`src/rtl/queue_storage_if.sv`:
```
// Bus bundle between queueCounter-side logic (master) and queue_storage (slave).
// write_en/read_en are single-cycle request pulses; there is no ready: a request is
// taken on the rising edge unless isFull/isEmpty (from count_in) refuse it.
interface queue_storage_if #(
  parameter int DATA_W = 8,
  parameter int PTR_W  = 3
);
  logic              write_en;
  logic              read_en;
  logic [DATA_W-1:0] data_in;
  logic [3:0]        count_in;
  logic [DATA_W-1:0] data_out;
  logic              isFull;
  logic              isEmpty;
  logic [PTR_W-1:0]  wr_ptr;
  logic [PTR_W-1:0]  rd_ptr;
  logic              overflow_err;
  logic              underflow_err;
  logic              sync_err;

  modport master (
    output write_en, read_en, data_in, count_in,
    input  data_out, isFull, isEmpty, wr_ptr, rd_ptr,
    input  overflow_err, underflow_err, sync_err
  );

  modport slave (
    input  write_en, read_en, data_in, count_in,
    output data_out, isFull, isEmpty, wr_ptr, rd_ptr,
    output overflow_err, underflow_err, sync_err
  );
endinterface

```
`src/rtl/queue_storage.sv`:
```
// Storage, pointers and full/empty flags for the 8-entry button queue.
// Optional occupancy cross-check against count_in is enabled by QUEUE_STORAGE_CHECK_EN.
module queue_storage #(
  parameter int DATA_W = 8,
  parameter int DEPTH  = 8,
  parameter int PTR_W  = 3
) (
  input logic            clk,
  input logic            rst,
  queue_storage_if.slave bus
);

  logic [DATA_W-1:0] mem_q [DEPTH];
  logic [DATA_W-1:0] mem_d [DEPTH];
  logic [PTR_W-1:0]  wr_ptr_q, wr_ptr_d;
  logic [PTR_W-1:0]  rd_ptr_q, rd_ptr_d;
  logic [DATA_W-1:0] data_out_q, data_out_d;
  logic              overflow_q, overflow_d;
  logic              underflow_q, underflow_d;
  logic              is_full, is_empty;
  logic              wr_acc, rd_acc;

  // Flags stay combinational: queueCounter samples them in the same cycle.
  assign is_full  = (bus.count_in == 4'(DEPTH));
  assign is_empty = (bus.count_in == 4'd0);
  assign wr_acc   = bus.write_en & ~is_full;
  assign rd_acc   = bus.read_en & ~is_empty;

  always_comb begin
    mem_d       = mem_q;
    wr_ptr_d    = wr_ptr_q;
    rd_ptr_d    = rd_ptr_q;
    data_out_d  = data_out_q;
    overflow_d  = overflow_q;
    underflow_d = underflow_q;
    if (wr_acc) begin
      mem_d[wr_ptr_q] = bus.data_in;
      wr_ptr_d        = wr_ptr_q + PTR_W'(1);
    end
    // Reading mem_q (pre-edge) is safe: both accepted implies wr_ptr != rd_ptr.
    if (rd_acc) begin
      data_out_d = mem_q[rd_ptr_q];
      rd_ptr_d   = rd_ptr_q + PTR_W'(1);
    end
    if (bus.write_en && is_full) begin
      overflow_d = 1'b1;
    end
    if (bus.read_en && is_empty) begin
      underflow_d = 1'b1;
    end
  end

  always_ff @(posedge clk) begin
    mem_q <= mem_d;
  end

  always_ff @(posedge clk or posedge rst) begin
    if (rst) begin
      wr_ptr_q    <= '0;
      rd_ptr_q    <= '0;
      data_out_q  <= '0;
      overflow_q  <= 1'b0;
      underflow_q <= 1'b0;
    end else begin
      wr_ptr_q    <= wr_ptr_d;
      rd_ptr_q    <= rd_ptr_d;
      data_out_q  <= data_out_d;
      overflow_q  <= overflow_d;
      underflow_q <= underflow_d;
    end
  end

  assign bus.isFull        = is_full;
  assign bus.isEmpty       = is_empty;
  assign bus.wr_ptr        = wr_ptr_q;
  assign bus.rd_ptr        = rd_ptr_q;
  assign bus.data_out      = data_out_q;
  assign bus.overflow_err  = overflow_q;
  assign bus.underflow_err = underflow_q;

`ifdef QUEUE_STORAGE_CHECK_EN
  logic [3:0] shadow_q, shadow_d;
  logic       sync_err_q, sync_err_d;

  // Shadow mirrors queueCounter; any divergence from count_in latches sync_err.
  always_comb begin
    shadow_d   = shadow_q;
    sync_err_d = sync_err_q | (shadow_q != bus.count_in);
    if (wr_acc && !rd_acc) begin
      shadow_d = shadow_q + 4'd1;
    end else if (rd_acc && !wr_acc) begin
      shadow_d = shadow_q - 4'd1;
    end
  end

  always_ff @(posedge clk or posedge rst) begin
    if (rst) begin
      shadow_q   <= 4'd0;
      sync_err_q <= 1'b0;
    end else begin
      shadow_q   <= shadow_d;
      sync_err_q <= sync_err_d;
    end
  end

  assign bus.sync_err = sync_err_q;
`else
  assign bus.sync_err = 1'b0;
`endif

endmodule

```
`src/flat_wrapper.sv`:
```
// flat-port wrapper written by rule: the top's interface ports become plain ports
module queue_storage_flat 
#(
  parameter int DATA_W = 8,
  parameter int DEPTH  = 8,
  parameter int PTR_W  = 3
)
  (clk, rst, bus_write_en, bus_read_en, bus_data_in, bus_count_in, bus_data_out, bus_isFull, bus_isEmpty, bus_wr_ptr, bus_rd_ptr, bus_overflow_err, bus_underflow_err, bus_sync_err);
  queue_storage_if #(.DATA_W(DATA_W), .PTR_W(PTR_W)) bus_i ();
  input logic clk;
  input logic rst;
  input wire logic [$bits(bus_i.write_en)-1:0] bus_write_en;
  input wire logic [$bits(bus_i.read_en)-1:0] bus_read_en;
  input wire logic [$bits(bus_i.data_in)-1:0] bus_data_in;
  input wire logic [$bits(bus_i.count_in)-1:0] bus_count_in;
  output wire logic [$bits(bus_i.data_out)-1:0] bus_data_out;
  output wire logic [$bits(bus_i.isFull)-1:0] bus_isFull;
  output wire logic [$bits(bus_i.isEmpty)-1:0] bus_isEmpty;
  output wire logic [$bits(bus_i.wr_ptr)-1:0] bus_wr_ptr;
  output wire logic [$bits(bus_i.rd_ptr)-1:0] bus_rd_ptr;
  output wire logic [$bits(bus_i.overflow_err)-1:0] bus_overflow_err;
  output wire logic [$bits(bus_i.underflow_err)-1:0] bus_underflow_err;
  output wire logic [$bits(bus_i.sync_err)-1:0] bus_sync_err;
  assign bus_i.write_en = bus_write_en;
  assign bus_i.read_en = bus_read_en;
  assign bus_i.data_in = bus_data_in;
  assign bus_i.count_in = bus_count_in;
  assign bus_data_out = bus_i.data_out;
  assign bus_isFull = bus_i.isFull;
  assign bus_isEmpty = bus_i.isEmpty;
  assign bus_wr_ptr = bus_i.wr_ptr;
  assign bus_rd_ptr = bus_i.rd_ptr;
  assign bus_overflow_err = bus_i.overflow_err;
  assign bus_underflow_err = bus_i.underflow_err;
  assign bus_sync_err = bus_i.sync_err;
  queue_storage #(.DATA_W(DATA_W), .DEPTH(DEPTH), .PTR_W(PTR_W)) u_core (.clk(clk), .rst(rst), .bus(bus_i));
endmodule
```
`config.mk`:
```
export PLATFORM = sky130hd
export DESIGN_NAME = queue_storage_flat
export DESIGN_NICKNAME = d
export VERILOG_FILES = /design/src/rtl/queue_storage_if.sv /design/src/rtl/queue_storage.sv /design/src/flat_wrapper.sv
export SDC_FILE = /design/constraint.sdc
export NUM_CORES = 1
export LEC_CHECK = 0
export CAP_MARGIN = 25
export CORE_MARGIN = 2
export CORE_UTILIZATION = 30
export DETAILED_ROUTE_END_ITERATION = 8
export HOLD_SLACK_MARGIN = 0.05
export PLACE_DENSITY_LB_ADDON = 0.2
export REMOVE_ABC_BUFFERS = 1
export SLEW_MARGIN = 25
export SYNTH_ARGS = -nofsm -noshare
export SYNTH_HDL_FRONTEND = slang
export SYNTH_SLANG_ARGS = --single-unit
export TNS_END_PERCENT = 50
```
`constraint.sdc`:
```
create_clock -name clk -period 3.4 [get_ports clk]
set_clock_uncertainty 0.05 [all_clocks]
set_input_delay 0.51 -clock clk [delete_from_list [all_inputs] [get_ports clk]]
set_output_delay 0.51 -clock clk [all_outputs]
set_load 0.01 [all_outputs]
```
==> metrics.md <==
| Metric | Value |
|---|---|
| DR iter-0 viols | 47 |
| Netlist cell types | 28 |
| Adder-cell area share of the yosys netlist | 0.784% |
| Max Cap Viol | 0 |
| Setup Viol. Count Final | 0 |
| Endpoint type of the worst setup path | primary output |
| Simple-gate area share of the yosys netlist | 4.51% |
| Port bufs | 33 |
| Post-Syn Area | 3190 sq um |
| Met3 global-route usage | 2.25% |
| TritonCTS Buffers | 9 |
| Post-synth EDFFs | 64 |
| Cts repair resizes | 0 |
| GR Util met2 | 20.4% |
| # DRC | 0 |
| # IOs | 35 |
| Global-route usage over all layers | 12.4% |
| Die H | 107 um |
| # diodes | 0 |
| Initial antenna violation count | 0 |
| Layout cell share with drive strength beyond 1 | 19.2% |
| Die width | 107 um |
| Hold/Removal Path Class | flop to flop |
| Drt first pass iters | 4 |
| Seq cells post-synth | 80 |
| Sequential share of the synthesized area | 72.8% |
| First-pass GRT wire length | 10000 um |
| TritonCTS clock tree | done |
| Slew HR | 47.3% |
| Core area | 10300 sq um |
| H-Tree Level Count | 3 |
| Critical Path Fanout Max | 5 |
| Mux share of post-synthesis cell area | 11.5% |
| Met1 Usage GRT | 15.4% |
| Pins Over Slew Limit | 0 |
| Slew of the pin with the lowest slew margin | 0.789 ns |
| CTS Hold Bufs | 0 |
| Crit path cell chain | clkdlybuf4s50_1, or4b_4, inv_1, clkdlybuf4s50_1 |
| Area Overhead vs Synth | 24.5% |
| PnR worst setup slack | 0.639 ns |
| Final WL | 6470 um |
| Gr busiest metal | met2 |
| Most used cell, CP | clkdlybuf4s50_1 |
| Clk slew on worst S/H paths | 0.08 ns |
| DR vias | 1712 |
| Vias per cell | 4.55 |
| GRT overflow | 0 |
| Avg Inst Size Synth | 16.9 sq um |
| Largest family of logic cells by synthesized area | multiplexers |
| Starting Density | 30.9% |
| Status | completed |
| GPL Wtd Cong | 0.696 |
| Die area | 11500 sq um |
| Pwr dens | 825 nW/um^2 |
| CP max-delay cell | or4b_4 |
| VDD IR max | 393 uV |
| Sink Count | 80 |
| Setup_tns | 0 ns |
| Post-synthesis compound-gate area fraction | 6.98% |
| DP HPWL | 4090 um |
| Synth Flop Type | edfxtp_1 |
| Nets@finish | 253 |
| CP peak stage delay | 0.60 ns |
| Finished Core Util | 38.5% |
| Minimum clock period | 2.76 ns |
| Leak Pwr | 0.00144 uW |
| Root buffer cell | clkbuf_8 |
| Xor-xnor portion of the synthesized cell area | 1.10% |
| Mean routed wirelength per cell | 17.2 um |
| Yosys warning total | 0 |
| Fraction of synthesis flops using an asynchronous set or reset pin | 20.0% |
| Clk_lat worst skew | 0.34 ns |
| CP arrival | 2.20 ns |
| Required time worst endpoint | 2.84 ns |
| Post-Syn Instances | 189 |
| Final period util | 81.2% |
| Final ANT Viol Nets | 0 |
| Max Root-Sink Buffers | 2 |
| RSZ-0062 raised after global routing | false |
| # rows | 37 |
| CP startpoint kind | input port |
| Filler Cells Inserted | 949 |
| Critical path class | input port to primary output |
| Crit-path leading delay family | buffers and inverters |
| Pre-CTS WS | 0.632 ns |
| Fmax | 0.362 GHz |
| Postcts setup bufs | 0 |
| Buf/Inv on CP | 3 |
| Vias in the first global route | 1752 |
| Final Hold Viols | 0 |
| Pin count of the biggest net entering global routing | 36 |
==> synth_stat cells, drive strengths merged (3+ instances only) <==
library cell  instances  area (sq um)
dfrtp                16           400
o22ai                 8          50.1
inv                   3          11.3
edfxtp               64          1920
nand2                11          41.3
a22o                  8          70.1
o31ai                 8          60.1
buf                   8          61.3
mux2                 18           206
nor2                  8          30.0
mux2i                16           160
nand2b                3          18.8
xnor2                 3          26.3
==> through the flow <==
step	std cells	hold slack [ns]	total power, uW	area (sq um)
final	376	0.413	3280	3970
after global routing	376	0.447	3460	3970
after CTS	376	0.416	3320	3970
after detailed placement	360	0.397	2400	3710
after global placement	360	0.390	2410	3710
after floorplan	181	0.374	1960	3130
==> where the power goes <==
group	internal, uW	switching [uW]
Combinational	499	507
Sequential	1260	99.1
Clock	580	336
==> final cells by class <==
class | count | area [sq um] | share of cell area (%)
flip-flops and latches | 80 | 2320 | 58.4
multi-input cells | 98 | 797 | 20.1
repair buffers | 43 | 405 | 10.2
well taps | 136 | 170 | 4.28
clock buffers | 10 | 138 | 3.46
clock inverters | 6 | 130 | 3.27
inverters | 3 | 11.3 | 0.283
==> registers in the layout, summed over array words and instances, names as in the netlist <==
name and cells:
u_core.mem_q 64, u_core.bus.data_out 8, u_core.bus.rd_ptr 3, u_core.bus.wr_ptr 3
u_core.bus.overflow_err 1, u_core.bus.underflow_err 1
==> logic make-up after synthesis <==
logic type,after synthesis
AOI/OAI and AO/OA,27
adders and majority gates,2
xor gates and xnor gates,4
muxes,34
other,1
DFF,80
buffers and inverters,11
and+or+nand+nor,30
==> worst register-to-register path, stage by stage (launching register included) <==
cell      delay (ns)
dfrtp_1         0.44
nand3b_1        0.24
nor3_1          0.63
buf_4           0.26
==> final timing paths <==
check | startpoint | end | slack (ns) | cells after the start
setup / recovery | bus_count_in[1] | bus_isFull | 0.64 | 4
hold / removal | u_core.bus.overflow_err | u_core.bus.overflow_err | 0.41 | 1
setup reg to reg | u_core.bus.wr_ptr[0] | u_core.mem_q[56] | 1.52 | 3
hold reg to reg | u_core.bus.overflow_err | u_core.bus.overflow_err | 0.41 | 1
max in group asynchronous | rst | u_core.bus.rd_ptr[2] | 2.33 | 2
min in group asynchronous | rst | u_core.bus.data_out[0] | 0.53 | 2
==> layer usage <==
layer / share of wire (%) / wire length [um] / vias up
met5: 0 / 0 / -
met1: 46 / 2970 / 865
li1: - / - / 814
met2: 50 / 3210 / 23
met4: 2.2 / 140 / 0
met3: 2.4 / 155 / 10
==> cells in the final DEF (no fill, tap or decap) <==
| cell type | synthesis | routed |
|---|---|---|
| xnor2_1 | 3 | 3 |
| mux2i_1 | 16 | 16 |
| inv_1 | 3 | 3 |
| o31ai_1 | 8 | 8 |
| conb_1 | 1 | 1 |
| clkbuf_8 | 0 | 10 |
| ha_1 | 2 | 2 |
| a22o_1 | 8 | 8 |
| dfrtp_1 | 16 | 16 |
| mux2_2 | 17 | 17 |
| o41ai_4 | 1 | 1 |
| o22ai_1 | 8 | 8 |
| clkdlybuf4s50_1 | 0 | 33 |
| a21o_1 | 2 | 2 |
| bufinv_16 | 0 | 4 |
| nor2b_1 | 1 | 1 |
| nand2b_1 | 3 | 3 |
| buf_4 | 2 | 10 |
| nand2_1 | 11 | 11 |
| edfxtp_1 | 64 | 64 |
| mux2_4 | 1 | 1 |
| or4b_4 | 1 | 1 |
| clkinv_2 | 0 | 2 |
| nand3b_1 | 1 | 1 |
| nor3_1 | 2 | 2 |
| nor2_1 | 8 | 8 |
| xor2_1 | 1 | 1 |
| nand3_1 | 2 | 2 |
| nor4_1 | 1 | 1 |
(Power assumes the default switching activity.)
==> RTL edit 1: new RTL, config.mk and constraints unchanged <==
`DATA_W` is set to 8 in 3 places; all go to 12.
--- a/src/rtl/queue_storage_if.sv
+++ b/src/rtl/queue_storage_if.sv
@@ -2,7 +2,7 @@
 // write_en/read_en are single-cycle request pulses; there is no ready: a request is
 // taken on the rising edge unless isFull/isEmpty (from count_in) refuse it.
 interface queue_storage_if #(
-  parameter int DATA_W = 8,
+  parameter int DATA_W = 12,
   parameter int PTR_W  = 3
 );
   logic              write_en;
--- a/src/rtl/queue_storage.sv
+++ b/src/rtl/queue_storage.sv
@@ -1,7 +1,7 @@
 // Storage, pointers and full/empty flags for the 8-entry button queue.
 // Optional occupancy cross-check against count_in is enabled by QUEUE_STORAGE_CHECK_EN.
 module queue_storage #(
-  parameter int DATA_W = 8,
+  parameter int DATA_W = 12,
   parameter int DEPTH  = 8,
   parameter int PTR_W  = 3
 ) (
--- a/src/flat_wrapper.sv
+++ b/src/flat_wrapper.sv
@@ -1,7 +1,7 @@
 // flat-port wrapper written by rule: the top's interface ports become plain ports
 module queue_storage_flat 
 #(
-  parameter int DATA_W = 8,
+  parameter int DATA_W = 12,
   parameter int DEPTH  = 8,
   parameter int PTR_W  = 3
 )
Ports: changed (resized bus_data_in and bus_data_out); port bits go from 35 to 43. No check against the original RTL was run, so the function may have changed too.
==> RTL edit 1 against the original RTL <==
Worst setup slack got worse by 0.012 ns; utilization decreased by 0.32 points; synthesized cell count increased by 39%; area after synthesis increased by 43%; power increased by 50%; final area increased by 44%; wire length increased by 52%; combinational power increased by 35%; sequential cell count increased by 36; largest cell class unchanged; largest power group unchanged.
==> RTL edit 1: results (changes against the original RTL) <==
** Run status
- The flow ran to the end, and the final reports show no timing, DRC or antenna violations.

** Routing
- The detailed-route via count came to 2,488 (+45%).
- The post-detailed-routing wire length came to 9.82 mm (+52%).
- The amount of wire on met2 after detailed routing came to 4.91 mm (+53%).
- Initial drt markers :: 187 (+300%)

** Clock network
- The number of CTS-inserted buffers is 17 (+8).

** Yosys
- The count of distinct cell types in the synthesized netlist was 27 (-3.6%).
- The mux cell area share after synthesis was 11.8% (+0.27 points).
- Post-synthesis adder-cell area fraction :: 0.548% (-0.24 points)
- Average footprint of a synthesized cell :: 17.4 um^2 (+3.2%)
- The count of flip-flops with a built-in enable after synthesis came to 96 (+50%).
- Compound-gate portion of the synthesized area :: 6.85% (-0.12 points)
- Most frequent cells after synthesis :: 96 x edfxtp_1, 25 x mux2_2, 24 x mux2i_1
- Cell types occupying the most area after synthesis :: edfxtp_1 63%, dfrtp_1 11%, mux2_2 6.2%

** Timing
- Max Clock Freq :: 361 MHz (-0.44%)

** Power
- Static leakage :: 0.00206 uW (+43%)
- The maximum VDD drop came to 0.409 mV (+4.0%).

** Cells and area
- The multi-input combinational cell area came to 1080 um^2 (+36%).
- Fraction of area in non-clock buffers :: 8.85% (-1.4 points)
- Count of multi-input combinational gates :: 130 (+33%)
- Number of non-clock buffers in the layout :: 54 (+26%)
- Share of cells above drive strength 1 :: 20.9% (+1.7 points)

** Place
- The cell area after placement came to 5220 um^2 (+41%).
- The cell count after placement is 491 (+36%).
- Pre-CTS setup slack :: 0.615 ns (-0.0167 ns)

** Global routing
- The met2 usage in global routing is 20.9% (+0.45 points).
- Met3 Resource Use GR :: 3.85% (+1.6 points)
- Via count of the first global-routing pass :: 2,621 (+50%)

** Worst setup path
- The startpoint identified for the worst register-to-register timing path is u_core.bus.rd_ptr[0]$_DFFE_PP0P_.
==> RTL edit 1: worst min-delay path by stage <==
stage / start / end / cells after the start
global route: u_core.bus.overflow_err$_DFFE_PP0P_ / u_core.bus.overflow_err$_DFFE_PP0P_ / 1
detailed placement: u_core.bus.overflow_err$_DFFE_PP0P_ / u_core.bus.overflow_err$_DFFE_PP0P_ / 1
CTS: u_core.bus.overflow_err$_DFFE_PP0P_ / u_core.bus.overflow_err$_DFFE_PP0P_ / 1
floorplan: rst / u_core.bus.data_out[0]$_DFFE_PP0P_ / 1
finish: u_core.bus.overflow_err$_DFFE_PP0P_ / u_core.bus.overflow_err$_DFFE_PP0P_ / 1
global placement: u_core.bus.overflow_err$_DFFE_PP0P_ / u_core.bus.overflow_err$_DFFE_PP0P_ / 1
==> RTL edit 1: report_power, final <==
part,switching [uW],internal [uW],total (uW)
clock network,573,971,1540
registers,180,1830,2010
logic,684,680,1360
==> RTL edit 2: new RTL, same settings <==
Made on the original files. Take the reset off `data_out_q` and load it in a clocked block of its own.
--- a/src/rtl/queue_storage.sv
+++ b/src/rtl/queue_storage.sv
@@ -58,16 +58,18 @@
     if (rst) begin
       wr_ptr_q    <= '0;
       rd_ptr_q    <= '0;
-      data_out_q  <= '0;
       overflow_q  <= 1'b0;
       underflow_q <= 1'b0;
     end else begin
       wr_ptr_q    <= wr_ptr_d;
       rd_ptr_q    <= rd_ptr_d;
-      data_out_q  <= data_out_d;
       overflow_q  <= overflow_d;
       underflow_q <= underflow_d;
     end
+  end
+
+  always_ff @(posedge clk) begin
+    data_out_q <= data_out_d;
   end
 
   assign bus.isFull        = is_full;
Formal check against the unedited RTL: differs if rst is asserted again (counterexample within 4 cycles, from zero or initial values and one cycle with rst high); with rst held inactive, the same outputs for 10 cycles.
==> RTL edit 2 against the original RTL <==
Synthesized cell count is 25% lower; power decreased by 7.0%; first-iteration DRC count grew 96%; area after synthesis decreased by 1.8%; final area shrank 2.0%; wire length is 7.1% lower; sequential cell count did not move; worst setup slack worse by 0.028 ns; register-to-register slack got worse by 0.31 ns; worst hold slack got worse by 0.052 ns; highest routed layer unchanged.
==> RTL edit 2: results (changes against the original RTL) <==
** Run status
- The run finished with clean final reports.

** Routing
- Final WL :: 6.01 mm (-7.1%)
- The routed metal-1 wire length was 2.37 mm (-20%).
- Overall via count from detail_route :: 1,462 (-15%)
- Router iterations before antenna repair :: 6 (+2)

** Yosys
- Compound-gate portion of the synthesized area :: 0.838% (-6.1 points)
- By area the synthesized netlist is led by edfxtp_1 69%, mux4_1 13%, dfrtp_1 6.4%.
- Count of unique library cells instantiated by Yosys :: 25 (-11%)
- Async SR Flop Fraction :: 10.0% (-10 points)
- The proportion of synthesized chip area in sequential cells came to 75.4% (+2.6 points).
- The mux cell area share after synthesis was 17.0% (+5.5 points).
- The xor/xnor cell area share of the yosys netlist came to 1.12% (+0.020 points).
- Post-synthesis adder-cell area fraction :: 0.798% (+0.014 points)

** Worst setup path
- The peak per-stage delay on the critical path came to 0.62 ns (+0.02 ns).
- Arrival time of the worst setup path :: 2.23 ns (+0.03 ns)

** Power
- The clock share of power came to 26.6% (-1.3 points).
- Worst supply voltage drop on vdd :: 0.254 mV (-35%)
- The proportion of power drawn by flip-flops and latches is 48.1% (+6.7 points).
- The post-layout total power was 3050 uW (-7.0%).
- Static leakage :: 0.00134 uW (-6.8%)

** Cells and area
- The fraction of layout instances using a drive strength above 1 is 17.9% (-1.2 points).
- Final nets :: 208 (-18%)

** Global routing
- The global routing usage on met3 came to 3.19% (+0.94 points).
- The via count of the first global-routing pass came to 1,567 (-11%).
- GRT Resource Usage Total :: 11.6% (-0.73 points)
- Met1 track demand over resource :: 11.8% (-3.6 points)
- The largest net degree at the start of global routing came to 19 (-47%).
- GR Layer Usage met2 :: 22.2% (+1.7 points)

** Worst hold path
- In this run the worst hold path is classified as in -> async.
RTL edit 2: cell types whose count changed in the layout (fill, tap and decap cells not counted), moves of 8 or more:
cell,change
mux2i_1,-16
mux4_1,+16
a22o_1,-8
dfrtp_1,-8
edfxtp_1,+8
nand2_1,-8
o22ai_1,-8
o31ai_1,-8
RTL edit 2: final cells by class:
type | instances | area share (%)
Sequential cell | 80 | 60.7
Multi-Input combinational cell | 54 | 18.3
Timing Repair Buffer | 43 | 10.4
Tap cell | 136 | 4.37
Clock buffer | 10 | 3.28
Clock inverter | 6 | 2.76
Inverter | 2 | 0.193
RTL edit 2: metrics by stage:
step / hold slack [ns] / setup slack, ns / utilization [%] / cells / cell area (um^2)
after global placement: 0.394 / 0.653 / 35.8 / 315 / 3660
after detailed placement: 0.401 / 0.627 / 35.8 / 315 / 3660
after global routing: 0.380 / 0.577 / 38.1 / 331 / 3890
after CTS: 0.352 / 0.620 / 38.1 / 331 / 3890
after floorplan: 0.276 / 1.43 / - / 136 / 3080
final: 0.360 / 0.611 / 38.1 / 331 / 3890
RTL edit 2: worst paths after layout:
path | from | endpoint | slack [ns] | cells after the start
worst max-delay path | bus_count_in[1] | bus_isFull | 0.61 | 4
worst min-delay path | rst | u_core.bus.rd_ptr[1]$_DFFE_PP0P_ | 0.36 | 2
worst max register to register | u_core.bus.rd_ptr[0]$_DFFE_PP0P_ | u_core.bus.data_out[5]$_DFFE_PP_ | 1.21 | 2
worst min register to register | u_core.bus.overflow_err$_DFFE_PP0P_ | u_core.bus.overflow_err$_DFFE_PP0P_ | 0.41 | 1
max in group asynchronous | rst | u_core.bus.overflow_err$_DFFE_PP0P_ | 2.70 | 2
min in group clk | u_core.bus.overflow_err$_DFFE_PP0P_ | u_core.bus.overflow_err$_DFFE_PP0P_ | 0.41 | 1
